<file path="config.mk">
export PLATFORM = sky130hd
export DESIGN_NAME = mem_ctrl
export DESIGN_NICKNAME = d
export VERILOG_FILES = /design/src/rtl/mem_ctrl_pkg.sv /design/src/rtl/mem_ctrl.sv
export SDC_FILE = /design/constraint.sdc
export NUM_CORES = 1
export LEC_CHECK = 0
export ABC_CLOCK_PERIOD_IN_PS = 3700
export CORE_MARGIN = 1
export CORE_UTILIZATION = 51
export DETAILED_ROUTE_END_ITERATION = 10
export GPL_ROUTABILITY_DRIVEN = 0
export HOLD_SLACK_MARGIN = 0.03
export PLACE_DENSITY = 0.8
export RECOVER_POWER = 50
export SYNTH_ARGS = -nofsm -noshare
export SYNTH_HDL_FRONTEND = slang
export SYNTH_SLANG_ARGS = --single-unit
</file>
<file path="constraint.sdc">
create_clock -name clk_in -period 3.7 [get_ports clk_in]
set_input_delay 0.37 -clock clk_in [delete_from_list [all_inputs] [get_ports clk_in]]
set_output_delay 0.37 -clock clk_in [all_outputs]
set_load 0.005 [all_outputs]
</file>
<file path="src/rtl/mem_ctrl_pkg.sv">
// mem_ctrl_pkg: shared encodings for the RAM-port arbiter.
//   - access size encodings carried on ls_size
//   - controller state and grant-owner enumerations
//   - helpers: byte count for a size code, IO-space address test
package mem_ctrl_pkg;

  localparam logic [1:0] SIZE_B = 2'd0;
  localparam logic [1:0] SIZE_H = 2'd1;
  localparam logic [1:0] SIZE_W = 2'd2;

  typedef enum logic [1:0] {
    ST_IDLE  = 2'd0,
    ST_READ  = 2'd1,
    ST_WRITE = 2'd2
  } state_e;

  typedef enum logic {
    GNT_IC = 1'b0,
    GNT_LS = 1'b1
  } gnt_e;

  // Number of byte beats for a size code; unknown codes fall back to a word.
  function automatic logic [2:0] size_bytes(input logic [1:0] size);
    case (size)
      SIZE_B:  return 3'd1;
      SIZE_H:  return 3'd2;
      default: return 3'd4;
    endcase
  endfunction

  // Addresses with bits [17:16] = 2'b11 map to the IO block (UART).
  function automatic logic is_io(input logic [31:0] addr);
    return addr[17:16] == 2'b11;
  endfunction

endpackage

</file>
<file path="src/rtl/mem_ctrl.sv">
// mem_ctrl: arbitrates the byte-wide RAM port between icache word refills
// and load/store buffer accesses, serialising each grant into byte beats.
// Ports:
//   clk_in, rst_in (async, active-low), rdy_in (global pause)
//   mem_din/mem_dout/mem_a/mem_wr : RAM pins (read data one cycle after address)
//   io_buffer_full                : stalls IO-space writes
//   flush                         : cancels icache reads
//   ic_req/ic_addr -> ic_done/ic_data             : icache word reads
//   ls_req/ls_wr/ls_addr/ls_size/ls_wdata -> ls_done/ls_rdata : LSB accesses
module mem_ctrl
  import mem_ctrl_pkg::*;
(
  input  logic        clk_in,
  input  logic        rst_in,
  input  logic        rdy_in,
  input  logic [7:0]  mem_din,
  output logic [7:0]  mem_dout,
  output logic [31:0] mem_a,
  output logic        mem_wr,
  input  logic        io_buffer_full,
  input  logic        flush,
  input  logic        ic_req,
  input  logic [31:0] ic_addr,
  output logic        ic_done,
  output logic [31:0] ic_data,
  input  logic        ls_req,
  input  logic        ls_wr,
  input  logic [31:0] ls_addr,
  input  logic [1:0]  ls_size,
  input  logic [31:0] ls_wdata,
  output logic        ls_done,
  output logic [31:0] ls_rdata
);

  state_e      state_q, state_d;
  gnt_e        owner_q, owner_d;
  gnt_e        last_grant_q, last_grant_d;
  logic [31:0] addr_q, addr_d;
  logic [31:0] wdata_q, wdata_d;
  logic [2:0]  nbytes_q, nbytes_d;
  // READ: edges elapsed since grant. WRITE: bytes already written.
  logic [2:0]  cnt_q, cnt_d;
  logic [31:0] acc_q, acc_d;
  logic [31:0] mem_a_q, mem_a_d;
  logic [7:0]  mem_dout_q, mem_dout_d;
  logic        mem_wr_q, mem_wr_d;
  logic        ic_done_q, ic_done_d;
  logic        ls_done_q, ls_done_d;
  logic [31:0] ic_data_q, ic_data_d;
  logic [31:0] ls_rdata_q, ls_rdata_d;

  logic        ic_want, gnt_ls, gnt_ic, grant;
  logic        g_wr, g_stall;
  logic [31:0] g_addr, cur_addr;
  logic [2:0]  g_n;
  logic [1:0]  cap_idx;
  logic        abort, rd_last, wr_last, wr_stall;

  // A flushed fetch must not win arbitration in the same cycle.
  assign ic_want = ic_req & ~flush;
  assign gnt_ls  = ls_req & (~ic_want | (last_grant_q == GNT_IC));
  assign gnt_ic  = ic_want & ~gnt_ls;
  // Holding off while a done pulse is visible gives the mandatory idle bubble,
  // so a requester that still shows its old request is not re-granted.
  assign grant   = (state_q == ST_IDLE) & ~ic_done_q & ~ls_done_q & (gnt_ls | gnt_ic);

  assign g_addr  = gnt_ls ? ls_addr : ic_addr;
  assign g_wr    = gnt_ls & ls_wr;
  assign g_n     = gnt_ls ? size_bytes(ls_size) : 3'd4;
  assign g_stall = g_wr & is_io(g_addr) & io_buffer_full;

  assign cur_addr = addr_q + {29'd0, cnt_q};
  // Byte captured at edge k+2 belongs to address k; cnt 2..5 wraps to 0..3.
  assign cap_idx  = cnt_q[1:0] - 2'd2;
  assign abort    = (state_q == ST_READ) & (owner_q == GNT_IC) & flush;
  assign rd_last  = (state_q == ST_READ) & (cnt_q == nbytes_q + 3'd1);
  assign wr_last  = (state_q == ST_WRITE) & (cnt_q == nbytes_q);
  assign wr_stall = is_io(cur_addr) & io_buffer_full;

  // State register
  always_ff @(posedge clk_in or negedge rst_in) begin
    if (!rst_in) begin
      state_q <= ST_IDLE;
    end else if (rdy_in) begin
      state_q <= state_d;
    end
  end

  // Next-state logic
  always_comb begin
    state_d = state_q;
    unique case (state_q)
      ST_IDLE:  if (grant) state_d = g_wr ? ST_WRITE : ST_READ;
      ST_READ:  if (abort || rd_last) state_d = ST_IDLE;
      ST_WRITE: if (wr_last) state_d = ST_IDLE;
      default:  state_d = ST_IDLE;
    endcase
  end

  // Output / datapath next-state logic
  always_comb begin
    owner_d      = owner_q;
    last_grant_d = last_grant_q;
    addr_d       = addr_q;
    wdata_d      = wdata_q;
    nbytes_d     = nbytes_q;
    cnt_d        = cnt_q;
    acc_d        = acc_q;
    mem_a_d      = mem_a_q;
    mem_dout_d   = mem_dout_q;
    mem_wr_d     = 1'b0;
    ic_done_d    = 1'b0;
    ls_done_d    = 1'b0;
    ic_data_d    = ic_data_q;
    ls_rdata_d   = ls_rdata_q;

    unique case (state_q)
      ST_IDLE: begin
        mem_a_d = 32'd0;
        if (grant) begin
          owner_d      = gnt_ls ? GNT_LS : GNT_IC;
          last_grant_d = gnt_ls ? GNT_LS : GNT_IC;
          addr_d       = g_addr;
          wdata_d      = ls_wdata;
          nbytes_d     = g_n;
          acc_d        = 32'd0;
          mem_a_d      = g_addr;
          if (g_wr && !g_stall) begin
            mem_wr_d   = 1'b1;
            mem_dout_d = ls_wdata[7:0];
            cnt_d      = 3'd1;
          end else if (g_wr) begin
            cnt_d = 3'd0;
          end else begin
            cnt_d = 3'd1;
          end
        end
      end

      ST_READ: begin
        if (abort) begin
          mem_a_d = 32'd0;
          cnt_d   = 3'd0;
        end else begin
          if (cnt_q >= 3'd2) acc_d[{cap_idx, 3'b000} +: 8] = mem_din;
          mem_a_d = (cnt_q < nbytes_q) ? cur_addr : 32'd0;
          if (rd_last) begin
            mem_a_d = 32'd0;
            cnt_d   = 3'd0;
            if (owner_q == GNT_IC) begin
              ic_done_d = 1'b1;
              ic_data_d = acc_d;
            end else begin
              ls_done_d  = 1'b1;
              ls_rdata_d = acc_d;
            end
          end else begin
            cnt_d = cnt_q + 3'd1;
          end
        end
      end

      ST_WRITE: begin
        if (wr_last) begin
          mem_a_d   = 32'd0;
          cnt_d     = 3'd0;
          ls_done_d = 1'b1;
        end else if (wr_stall) begin
          // Park on the pending byte with the strobe low until the UART drains.
          mem_a_d = cur_addr;
        end else begin
          mem_a_d    = cur_addr;
          mem_dout_d = wdata_q[{cnt_q[1:0], 3'b000} +: 8];
          mem_wr_d   = 1'b1;
          cnt_d      = cnt_q + 3'd1;
        end
      end

      default: begin
        mem_a_d = 32'd0;
        cnt_d   = 3'd0;
      end
    endcase
  end

  always_ff @(posedge clk_in or negedge rst_in) begin
    if (!rst_in) begin
      owner_q      <= GNT_IC;
      last_grant_q <= GNT_IC;
      addr_q       <= 32'd0;
      wdata_q      <= 32'd0;
      nbytes_q     <= 3'd0;
      cnt_q        <= 3'd0;
      acc_q        <= 32'd0;
      mem_a_q      <= 32'd0;
      mem_dout_q   <= 8'd0;
      mem_wr_q     <= 1'b0;
      ic_done_q    <= 1'b0;
      ls_done_q    <= 1'b0;
      ic_data_q    <= 32'd0;
      ls_rdata_q   <= 32'd0;
    end else if (rdy_in) begin
      owner_q      <= owner_d;
      last_grant_q <= last_grant_d;
      addr_q       <= addr_d;
      wdata_q      <= wdata_d;
      nbytes_q     <= nbytes_d;
      cnt_q        <= cnt_d;
      acc_q        <= acc_d;
      mem_a_q      <= mem_a_d;
      mem_dout_q   <= mem_dout_d;
      mem_wr_q     <= mem_wr_d;
      ic_done_q    <= ic_done_d;
      ls_done_q    <= ls_done_d;
      ic_data_q    <= ic_data_d;
      ls_rdata_q   <= ls_rdata_d;
    end
  end

  assign mem_a    = mem_a_q;
  assign mem_dout = mem_dout_q;
  assign mem_wr   = mem_wr_q;
  assign ic_done  = ic_done_q;
  assign ic_data  = ic_data_q;
  assign ls_done  = ls_done_q;
  assign ls_rdata = ls_rdata_q;

endmodule

</file>
# Yosys cells after proc, flatten, opt, wreduce, memory -nomap -nowiden
# Cells that the tools add are included.
# totals
regBits,212
elab_cells,123
out_inout_bits,107
# op_classes
n_shift,3
addsub,5
eq_ne,15
n_lt_le_gt_ge,2
muxes,47
n_reduce_logical,14
n_bitwise,23
# op_table
op,count
2-to-1 mux 32 bit,9
one-hot mux 32 bit (3 select lines),1
one-hot mux 32 bit (2 select lines),1
adder 32 x 3 -> 32 bit,1
bitwise mux 32 bit,1
2-to-1 mux 8 bit,4
"variable shift 8 x 7 -> 32 bit, first input constant",1
indexed part select 32 x 6 -> 8 bit,1
indexed part select 8 x 7 -> 32 bit,1
2-to-1 mux 3 bit,6
one-hot mux 8 bit (2 select lines),1
2-to-1 mux 1 bit,15
AND 1 bit,14
"!= test 2 bit, second input constant",5
AND reduction 5 bit,2
one-hot mux 3 bit (3 select lines),1
2-to-1 mux 2 bit,4
AND reduction 4 bit,2
negation 5 -> 7 bit,1
NOT 1 bit,7
"adder 3 x 1 -> 3 bit, second input constant",2
"equality test 2 bit, second input constant",3
equality test 3 bit,2
one-hot mux 2 bit (3 select lines),1
other kinds (16),23

# Logic depth before layout (Yosys ltp)
# Gate-level depths: netlist of run 1.
# logic_depth
word_depth,14
depth_mapped,10
depth_no_buf,9

# Worst setup path after synthesis of run 1
# No wires, ideal clock.
# synth_timing
path_type,reg-to-reg
start,register cnt_q[1]
end,register cnt_q[0]
path_stages_with_launch,10
n_path_buf,1
slack_ns,0.983
t_required_ns,3.575
t_arrival_ns,2.592
setup_time_ns,0.125
period_less_slack_ns,2.717
cell_sequence,dfrtp_1 -> buf_2 -> inv_1 -> fa_1 -> nor2b_1 -> or2_2 -> a31oi_1 -> o32ai_4 -> a31oi_4 -> mux2_4
# synth_via
elab_chain_cells,5
word_cells_on_any_way,13
classes_between,add/sub: 1; eq/ne: 4; mux: 4; bitwise: 3; reduce/logical: 1
# synth_lines
item,line_no,source
start: declaration,mem_ctrl.sv:42,"logic [2:0] cnt_q, cnt_d;"
start signal: assignment,mem_ctrl.sv:208,cnt_q <= cnt_d;
adder 32 x 3 -> 32 bit or equality test 3 bit (tied branches),"mem_ctrl.sv:72, mem_ctrl.sv:76",
equality test 2 bit or AND 1 bit (tied branches),"mem_ctrl_pkg.sv:33, mem_ctrl.sv:76",
AND 1 bit or 2-to-1 mux 3 bit (tied branches),"mem_ctrl.sv:78, mem_ctrl.sv:147",
!= test 3 bit (no line) or 2-to-1 mux 3 bit (tied branches),--,
AND reduction 3 bit (no line) or one-hot mux 3 bit (3 select lines) (tied branches),--,
# Parallel ways exist; a longest one is shown, timed or not.
# A chain may end at the register's enable or synchronous reset.

# Final worst setup path of run 1
# layout_timing
start,register state_q[1]
end,register acc_q[10]
# layout_via
elab_chain_cells,6
word_cells_on_any_way,12
classes_between,eq/ne: 3; mux: 1; bitwise: 5; reduce/logical: 3
# layout_lines
item,line_no,source
start: declaration,mem_ctrl.sv:35,"state_e state_q, state_d;"
start signal: assignment,mem_ctrl.sv:85,state_q <= state_d;
logical NOT 2 bit,"mem_ctrl.sv:65, mem_ctrl.sv:117",
AND 1 bit (3 in a row),mem_ctrl.sv:65,assign grant = (state_q == ST_IDLE) & ~ic_done_q & ~ls_done_q & (gnt_ls | gnt_ic);
!= test 2 bit (no line),--,
AND reduction 4 bit (no line),--,
end signal: assignment,mem_ctrl.sv:194,acc_q <= 32'd0;
end signal: assignment,mem_ctrl.sv:209,acc_q <= acc_d;
end: declaration,mem_ctrl.sv:43,"logic [31:0] acc_q, acc_d;"
# Parallel ways exist; a longest one is shown, timed or not.

==> results.md, run 1 <==
* Cells on worst reg2reg path at 8
* Crit share post-route at 0.880
* Final ANT Viol Nets at 0
* Yosys synthesis warning count at 0
* Synth Instances at 1000
* Fin. Hold Viols at 0
* Number of global-route vias before repair at 8533
* Total Neg Setup Slack at 0 ns
* EDFF count, synth at 0
* Nets@finish at 1324
* Drt drc at 0
* H-Tree Level Count at 1
* DR iter-0 viols at 528
* Crit path launch type: register
* CTS tree: built
* Max clock buf depth at 3
* All-Layer GR Usage at 0.256
* Worst setup EP type: register
* Clk Latency, worst-skew pair at 0.51 ns
* Static leakage at 5.99 nW
* Row count at 52
* Final Instance Count excl. Fillers at 1478
* Number of vias per cell at 5.77
* Tightest Pin Transition at 2.10 ns
* Failing checks: capacitance limit, slew limit
* Die width at 145 um
* Largest net degree at the start of global routing at 94
* RSZ-0062 raised after global routing: no
* Hold path cells at 2
* CTS Sinks at 212
* Synth async-reset ratio at 1.00
* PwrDens at 782 mW/mm^2
* Mapped Area at 0.0105 mm^2
* First-pass GRT wire length at 43900 um
* DR WL/cell at 17.9 um
* Hold Path Sink: ls_rdata[10]$_DFFE_PN0P_
* Setup ws final at 0.445 ns
* Grt total ovfl at 0
* Hpwl dp at 18100 um
* Core region area at 0.0202 mm^2
* Peak supply drop at 0.000550 V
* Final setup violation count at 0
* Min-Delay Path Class: register to register
* Post-synth top flop: dfrtp_1
* Number of library cell types mapped by synthesis at 56
* First-pass DRT Iterations at 5
* Slew headroom at -0.402
* Dpl ws at 0.212 ns
* Io pins at 221
* Initial Util at 0.519
* Ant diodes at 0
* # placed instances at 1434
* CTS Root Cell: clkbuf_16
* Area grow syn2layout at 30.9%
* Seq cells post-synth at 212
* Antenna violations before repair at 0
* R2R Path End: acc_q[10]$_DFFE_PN0P_
* Die height at 145 um
* Clock Skew at 0.0238 ns
* Post-route cell area at 0.0137 mm^2
* Synthesized area per cell at 10.5 um^2
* Vias at 8535
* Post-place instance area at 0.0129 mm^2
* Syn_nets at 1132
* Worst EP arrival at 3.68 ns
* Crit path time final at 3.25 ns
* Routed Wire Length at 26500 um
* Total CTS buffers at 23
* Fmax at 307 MHz
* Die Footprint at 0.0211 mm^2
* Worst Hold Launch: ls_rdata[10]$_DFFE_PN0P_
* CP max FO at 35
* R2R Path Start: state_q[1]$_DFFE_PN0P_
* Input/output buffers at 220
* Clk slew on worst S/H paths at 0.06 ns
* Sequential share of the synthesized area at 0.507
* Max-Cap Viols at 1
* Final Max Slew Viols at 86
* Setup slack, reg-to-reg at 0.45 ns
* Fraction of layout cells with a size suffix above 1 at 0.0985
* Status: complete, but fails checks
* Worst path required time at 4.12 ns
* WS Path Type: register to register
## stage by stage
stage | util | hold WS (ns) | power [W]
floorplan | - | 0.0744 | 0.00650
global placement | 0.639 | 0.461 | 0.00820
detailed placement | 0.639 | 0.469 | 0.00835
CTS | 0.679 | 0.473 | 0.0108
global route | 0.679 | 0.473 | 0.0114
finish | 0.679 | 0.473 | 0.0107
## kinds of logic after synthesis
logic type                 after synthesis  share of synthesized area
xor gates and xnor gates                32                     0.0282
muxes                                   83                     0.0934
AOI/OAI and AO/OA                      287                      0.188
DFF                                    212                      0.507
adders and majority gates               18                     0.0223
buffers and inverters                   94                     0.0351
and+or+nand+nor                        274                      0.126
## report_power, final
| group | switching, W | internal, W | total, W |
|---|---|---|---|
| Clock | 0.000917 | 0.00149 | 0.00241 |
| Sequential | 0.000784 | 0.00333 | 0.00412 |
| Combinational | 0.00192 | 0.00227 | 0.00419 |
## Yosys cell counts, types with 18 or more instances
cell / instances / share of area
dfrtp_1: 212 / 0.51
a22oi_1: 32 / 0.023
o21ai_0: 127 / 0.061
mux2i_1: 41 / 0.039
inv_1: 20 / 0.0072
a21oi_1: 20 / 0.0096
nor2_1: 27 / 0.0097
clkbuf_1: 50 / 0.018
a22o_1: 71 / 0.059
nand2_1: 145 / 0.052
mux2_2: 33 / 0.036
nand3_1: 29 / 0.014
nand4_1: 18 / 0.011
## worst max path at each step
stage	startpoint	to	slack (ns)	cells past startpoint
after global placement	state_q[1]$_DFFE_PN0P_	mem_a[19]$_DFFE_PN0P_	0.35	7
after detailed placement	state_q[1]$_DFFE_PN0P_	mem_a[31]$_DFFE_PN0P_	0.21	7
after floorplan	cnt_q[1]$_DFFE_PN0P_	cnt_q[0]$_DFFE_PN0P_	0.98	9
final	state_q[1]$_DFFE_PN0P_	acc_q[10]$_DFFE_PN0P_	0.45	8
after CTS	state_q[1]$_DFFE_PN0P_	mem_a[15]$_DFFE_PN0P_	0.22	7
after global routing	state_q[1]$_DFFE_PN0P_	acc_q[10]$_DFFE_PN0P_	0.19	8
## sequential cells by signal, indices dropped and copies added (netlist names)
register      count
nbytes_q          3
mem_wr            1
addr_q           32
ic_done           1
mem_dout          8
state_q           2
last_grant_q      1
cnt_q             3
ic_data          32
mem_a            32
ls_done           1
ls_rdata         32
wdata_q          32
acc_q            32
## cell usage in the layout (no fill, tap or decap), types with 3 or more instances in the layout
master,netlist,routed
dfrtp_1,212,212
clkdlybuf4s50_1,0,166
nand2_1,145,143
o21ai_0,127,127
a22o_1,71,71
dlygate4sd3_1,0,54
mux2i_1,41,41
mux2_2,33,33
a22oi_1,32,32
nor2_1,27,27
nand3_1,29,27
clkbuf_16,0,23
inv_1,20,20
a21oi_1,20,19
nand4_1,18,18
buf_4,2,18
xor2_1,17,17
ha_1,17,17
xnor2_1,14,14
o221ai_1,14,14
nor2b_1,12,12
nor3_1,10,10
mux4_2,8,8
o2bb2ai_1,5,5
and3_1,4,4
o211ai_1,4,4
nor4_1,4,4
clkinv_2,0,4
clkbuf_1,50,4
bufinv_16,0,4
or2_2,3,3
and4_1,3,3
clkbuf_8,0,3
## critical path, stage by stage (launching register included)
cell and delay, ns:
dfrtp_1 0.42, inv_1 0.10, ha_1 0.18, buf_4 0.35, o21ai_0 0.31, a221o_1 0.71
nor4_2 0.73, a22o_1 0.24, a22o_1 0.12
## repair_timing
item                                    4_1_cts  5_1_grt
hold buffers                                  1        0
endpoints found under the setup margin        0       14
endpoints found under the hold margin        84        0
gates resized for setup                       0        0
buffers inserted                              0        2
## final cells by class
cell class | instances | area [um^2]
fill | 1558 | 6470
sequential | 212 | 5310
multi-input combinational | 694 | 4810
timing repair buffer | 241 | 2370
clock buffer | 30 | 632
tap | 270 | 338
clock inverter | 11 | 168
inverter | 20 | 75.1
## layer usage
metal  vias to the layer above  track usage  share of wire
li1                       4019            -              -
met1                      4187        0.352           0.44
met2                       295        0.421           0.48
met3                        34       0.0437          0.063
met4                         0       0.0632          0.018
met5                         -            0              0
Note: power is estimated with default switching activity, not from simulation.
==> run 2: changes to the inputs <==
--- a/config.mk
+++ b/config.mk
@@ -13,6 +13,7 @@
 export HOLD_SLACK_MARGIN = 0.03
 export PLACE_DENSITY = 0.8
 export RECOVER_POWER = 50
+export SETUP_SLACK_MARGIN = 0.05
 export SYNTH_ARGS = -nofsm -noshare
 export SYNTH_HDL_FRONTEND = slang
 export SYNTH_SLANG_ARGS = --single-unit
==> results of run 2 <==
Same layout as run 1: the final DEF is identical, and so are final timing and power.
==> run 3: changes to the inputs <==
--- a/config.mk
+++ b/config.mk
@@ -11,7 +11,7 @@
 export DETAILED_ROUTE_END_ITERATION = 10
 export GPL_ROUTABILITY_DRIVEN = 0
 export HOLD_SLACK_MARGIN = 0.03
-export PLACE_DENSITY = 0.8
+export PLACE_DENSITY_LB_ADDON = 0.15
 export RECOVER_POWER = 50
 export SETUP_SLACK_MARGIN = 0.05
 export SYNTH_ARGS = -nofsm -noshare
==> results.md, run 3 (synthesis results as in run 1) <==
* First-pass DRT Iterations at 5 (unchanged)
* Failing checks: capacitance limit, slew limit (unchanged)
* Drt drc at 0 (unchanged)
* Total CTS buffers at 23 (unchanged)
* Worst setup EP type: register (unchanged)
* WS Path Type: register to register (unchanged)
* Final Power at 0.0105 W (was 0.0107 W)
* Status: complete, but fails checks (unchanged)
* Met1 Use GR at 0.338 (was 0.352)
* Tightest Pin Transition at 2.20 ns (was 2.10 ns)
* Max clock buf depth at 3 (unchanged)
* Worst Hold Launch: ic_data[2]$_DFFE_PN0P_ (was ls_rdata[10]$_DFFE_PN0P_)
* Sequential power share at 0.391 (was 0.384)
* Hpwl dp at 18300 um (was 18100 um)
* Crit-path max cell delay at 0.61 ns (was 0.73 ns)
* Crit share post-route at 0.830 (was 0.880)
* Layout filler cell count at 1587 (was 1558)
* Input/output buffers at 220 (unchanged)
* DR iter-0 viols at 446 (was 528)
* Clock Skew at 0.00690 ns (was 0.0238 ns)
* CTS Sinks at 212 (unchanged)
* Initial Util at 0.519 (unchanged)
* Peak supply drop at 0.000386 V (was 0.000550 V)
* R2R Path Start: cnt_q[0]$_DFFE_PN0P_ (was state_q[1]$_DFFE_PN0P_)
* Cells on worst reg2reg path at 9 (was 8)
* Final Instance Count excl. Fillers at 1474 (was 1478)
* Slew headroom at -0.464 (was -0.402)
* Die height at 145 um (unchanged)
* Fmax at 326 MHz (was 307 MHz)
* Min-Delay Path Class: register to register (unchanged)
* Largest net degree at the start of global routing at 87 (was 94)
* All-Layer GR Usage at 0.257 (was 0.256)
* Number of global-route vias before repair at 8465 (was 8533)
* Static leakage at 5.95 nW (was 5.99 nW)
* CTS tree: built (unchanged)
* Io pins at 221 (unchanged)
* Setup ws final at 0.629 ns (was 0.445 ns)
* Number of vias per cell at 5.75 (was 5.77)
* Dpl ws at 0.643 ns (was 0.212 ns)
* Logic pwr share at 0.398 (was 0.391)
* CP max FO at 10 (was 35)
* Hold Path Sink: ic_data[2]$_DFFE_PN0P_ (was ls_rdata[10]$_DFFE_PN0P_)
* Met2 Resource Use GR at 0.429 (was 0.421)
* Clock power frac at 0.211 (was 0.225)
* DR WL/cell at 18.0 um (was 17.9 um)
* Nets@finish at 1322 (was 1324)
* Total Neg Setup Slack at 0 ns (unchanged)
* First-pass GRT wire length at 43900 um (about the same)
* R2R Path End: cnt_q[0]$_DFFE_PN0P_ (was acc_q[10]$_DFFE_PN0P_)
* # placed instances at 1434 (unchanged)
* Pint at 0.00693 W (was 0.00709 W)
* Worst path cell trace: ha_1, inv_1, fa_1, nor2b_1, or2_2, a31oi_1, o32ai_4, a31oi_4, mux2_4 (was inv_1, ha_1, buf_4, o21ai_0, a221o_1, nor4_2, a22o_1, a22o_1)
* GR peak layer: met2 (unchanged)
* Core region area at 0.0202 mm^2 (unchanged)
* Clk slew on worst S/H paths at 0.06 ns (about the same)
* CTS Root Cell: clkbuf_16 (unchanged)
* Antenna violations before repair at 2 (was 0)
* Fin. Hold Viols at 0 (unchanged)
* Clk Latency, worst-skew pair at 0.50 ns (was 0.51 ns)
* Register Area at 0.00531 mm^2 (unchanged)
* Max-Cap Viols at 1 (unchanged)
* H-Tree Level Count at 1 (unchanged)
* Worst path required time at 4.09 ns (was 4.12 ns)
* Most frequent cells in the layout: dfrtp_1, clkdlybuf4s50_1, nand2_1 (unchanged)
* Switching share of total power at 0.339 (was 0.338)
* Fraction of layout cells with a size suffix above 1 at 0.0940 (was 0.0985)
* Worst EP arrival at 3.46 ns (was 3.68 ns)
* Setup bufs post-CTS at 0 (unchanged)
* Vias at 8472 (was 8535)
* Worst path slowest cell: o32ai_4 (was nor4_2)
* Die Footprint at 0.0211 mm^2 (unchanged)
* RSZ-0062 raised after global routing: no (unchanged)
* Met3 Track Usage GR at 0.0513 (was 0.0437)
* Final Max Slew Viols at 85 (was 86)
* Crit path time final at 3.07 ns (was 3.25 ns)
* Area of the multi-input gates at 0.00481 mm^2 (unchanged)
* Final ANT Viol Nets at 0 (unchanged)
* Crit path launch type: register (unchanged)
* Routed Wire Length at 26500 um (about the same)
* P_sw at 0.00356 W (was 0.00362 W)
* Die width at 145 um (unchanged)
* Final setup violation count at 0 (unchanged)
* Grt total ovfl at 0 (unchanged)
* Setup slack, reg-to-reg at 0.63 ns (was 0.45 ns)
* Post-cts gate resize count at 0 (unchanged)
* Area grow syn2layout at 30.3% (was 30.9%)
* PwrDens at 769 mW/mm^2 (was 782 mW/mm^2)
* Most common cell after layout, fill and taps aside: dfrtp_1 (unchanged)
* Final core occ at 0.676 (was 0.679)
* Row count at 52 (unchanged)
* Hold path cells at 2 (unchanged)
-- run 3: cell types whose count changed in the layout (fill, tap and decap cells not counted), sizes merged --
cell      change
diode         +2
buf           -1
inv           -1
clkbuf        +3
clkinv        -3
clkinvlp      -1
bufinv        -3
-- run 3: final cells by class --
class	count	share of cell area
Inverter	20	0.00551
Timing Repair Buffer	239	0.174
Clock inverter	3	0.00294
Sequential cell	212	0.389
Multi-Input combinational cell	694	0.353
Antenna cell	2	0.000367
Tap cell	270	0.0248
Clock buffer	34	0.0504
-- run 3: how the worst max path moves through the flow --
stage	start	slack (ns)	to
finish	cnt_q[0]$_DFFE_PN0P_	0.63	cnt_q[0]$_DFFE_PN0P_
global route	cnt_q[0]$_DFFE_PN0P_	0.39	cnt_q[0]$_DFFE_PN0P_
CTS	cnt_q[0]$_DFFE_PN0P_	0.61	cnt_q[0]$_DFFE_PN0P_
detailed placement	cnt_q[0]$_DFFE_PN0P_	0.64	cnt_q[0]$_DFFE_PN0P_
global placement	cnt_q[0]$_DFFE_PN0P_	0.77	cnt_q[0]$_DFFE_PN0P_
floorplan	cnt_q[1]$_DFFE_PN0P_	0.98	cnt_q[0]$_DFFE_PN0P_
-- run 3: metrics by stage --
step | area, um^2 | hold slack (ns)
after detailed placement | 12900 | 0.470
final | 13600 | 0.470
after global placement | 12900 | 0.459
after global routing | 13600 | 0.482
after CTS | 13600 | 0.465
after floorplan | 10500 | 0.0744
-- run 3: power by group through the flow --
stage,sequential (W),clock [W],combinational [W]
finish,0.00410,0.00222,0.00417
global placement,0.00409,0,0.00413
detailed placement,0.00412,0,0.00425
CTS,0.00410,0.00225,0.00428
floorplan,0.00399,0,0.00252
global route,0.00424,0.00234,0.00459
-- run 3: repair_timing --
action | 4_1_cts | 5_1_grt
hold buffers | 1 | 0
endpoints found under the setup margin | 0 | 0
hold endpoints to repair | 84 | 0
-- run 3: worst max-delay path, delay by kind of cell, from the launching register on --
family / cells / cell delay (ns)
flops: 1 / 0.50
simple gates: 2 / 0.43
fa+ha+maj: 2 / 0.68
compound gates: 3 / 0.96
mux: 1 / 0.32
buf+inv: 1 / 0.07
-- run 3: routing by layer --
| metal | vias to the layer above | part of all wire |
|---|---|---|
| met5 | - | 0 |
| met4 | 0 | 0.023 |
| met3 | 46 | 0.060 |
| met2 | 267 | 0.48 |
| met1 | 4145 | 0.44 |
| li1 | 4014 | - |
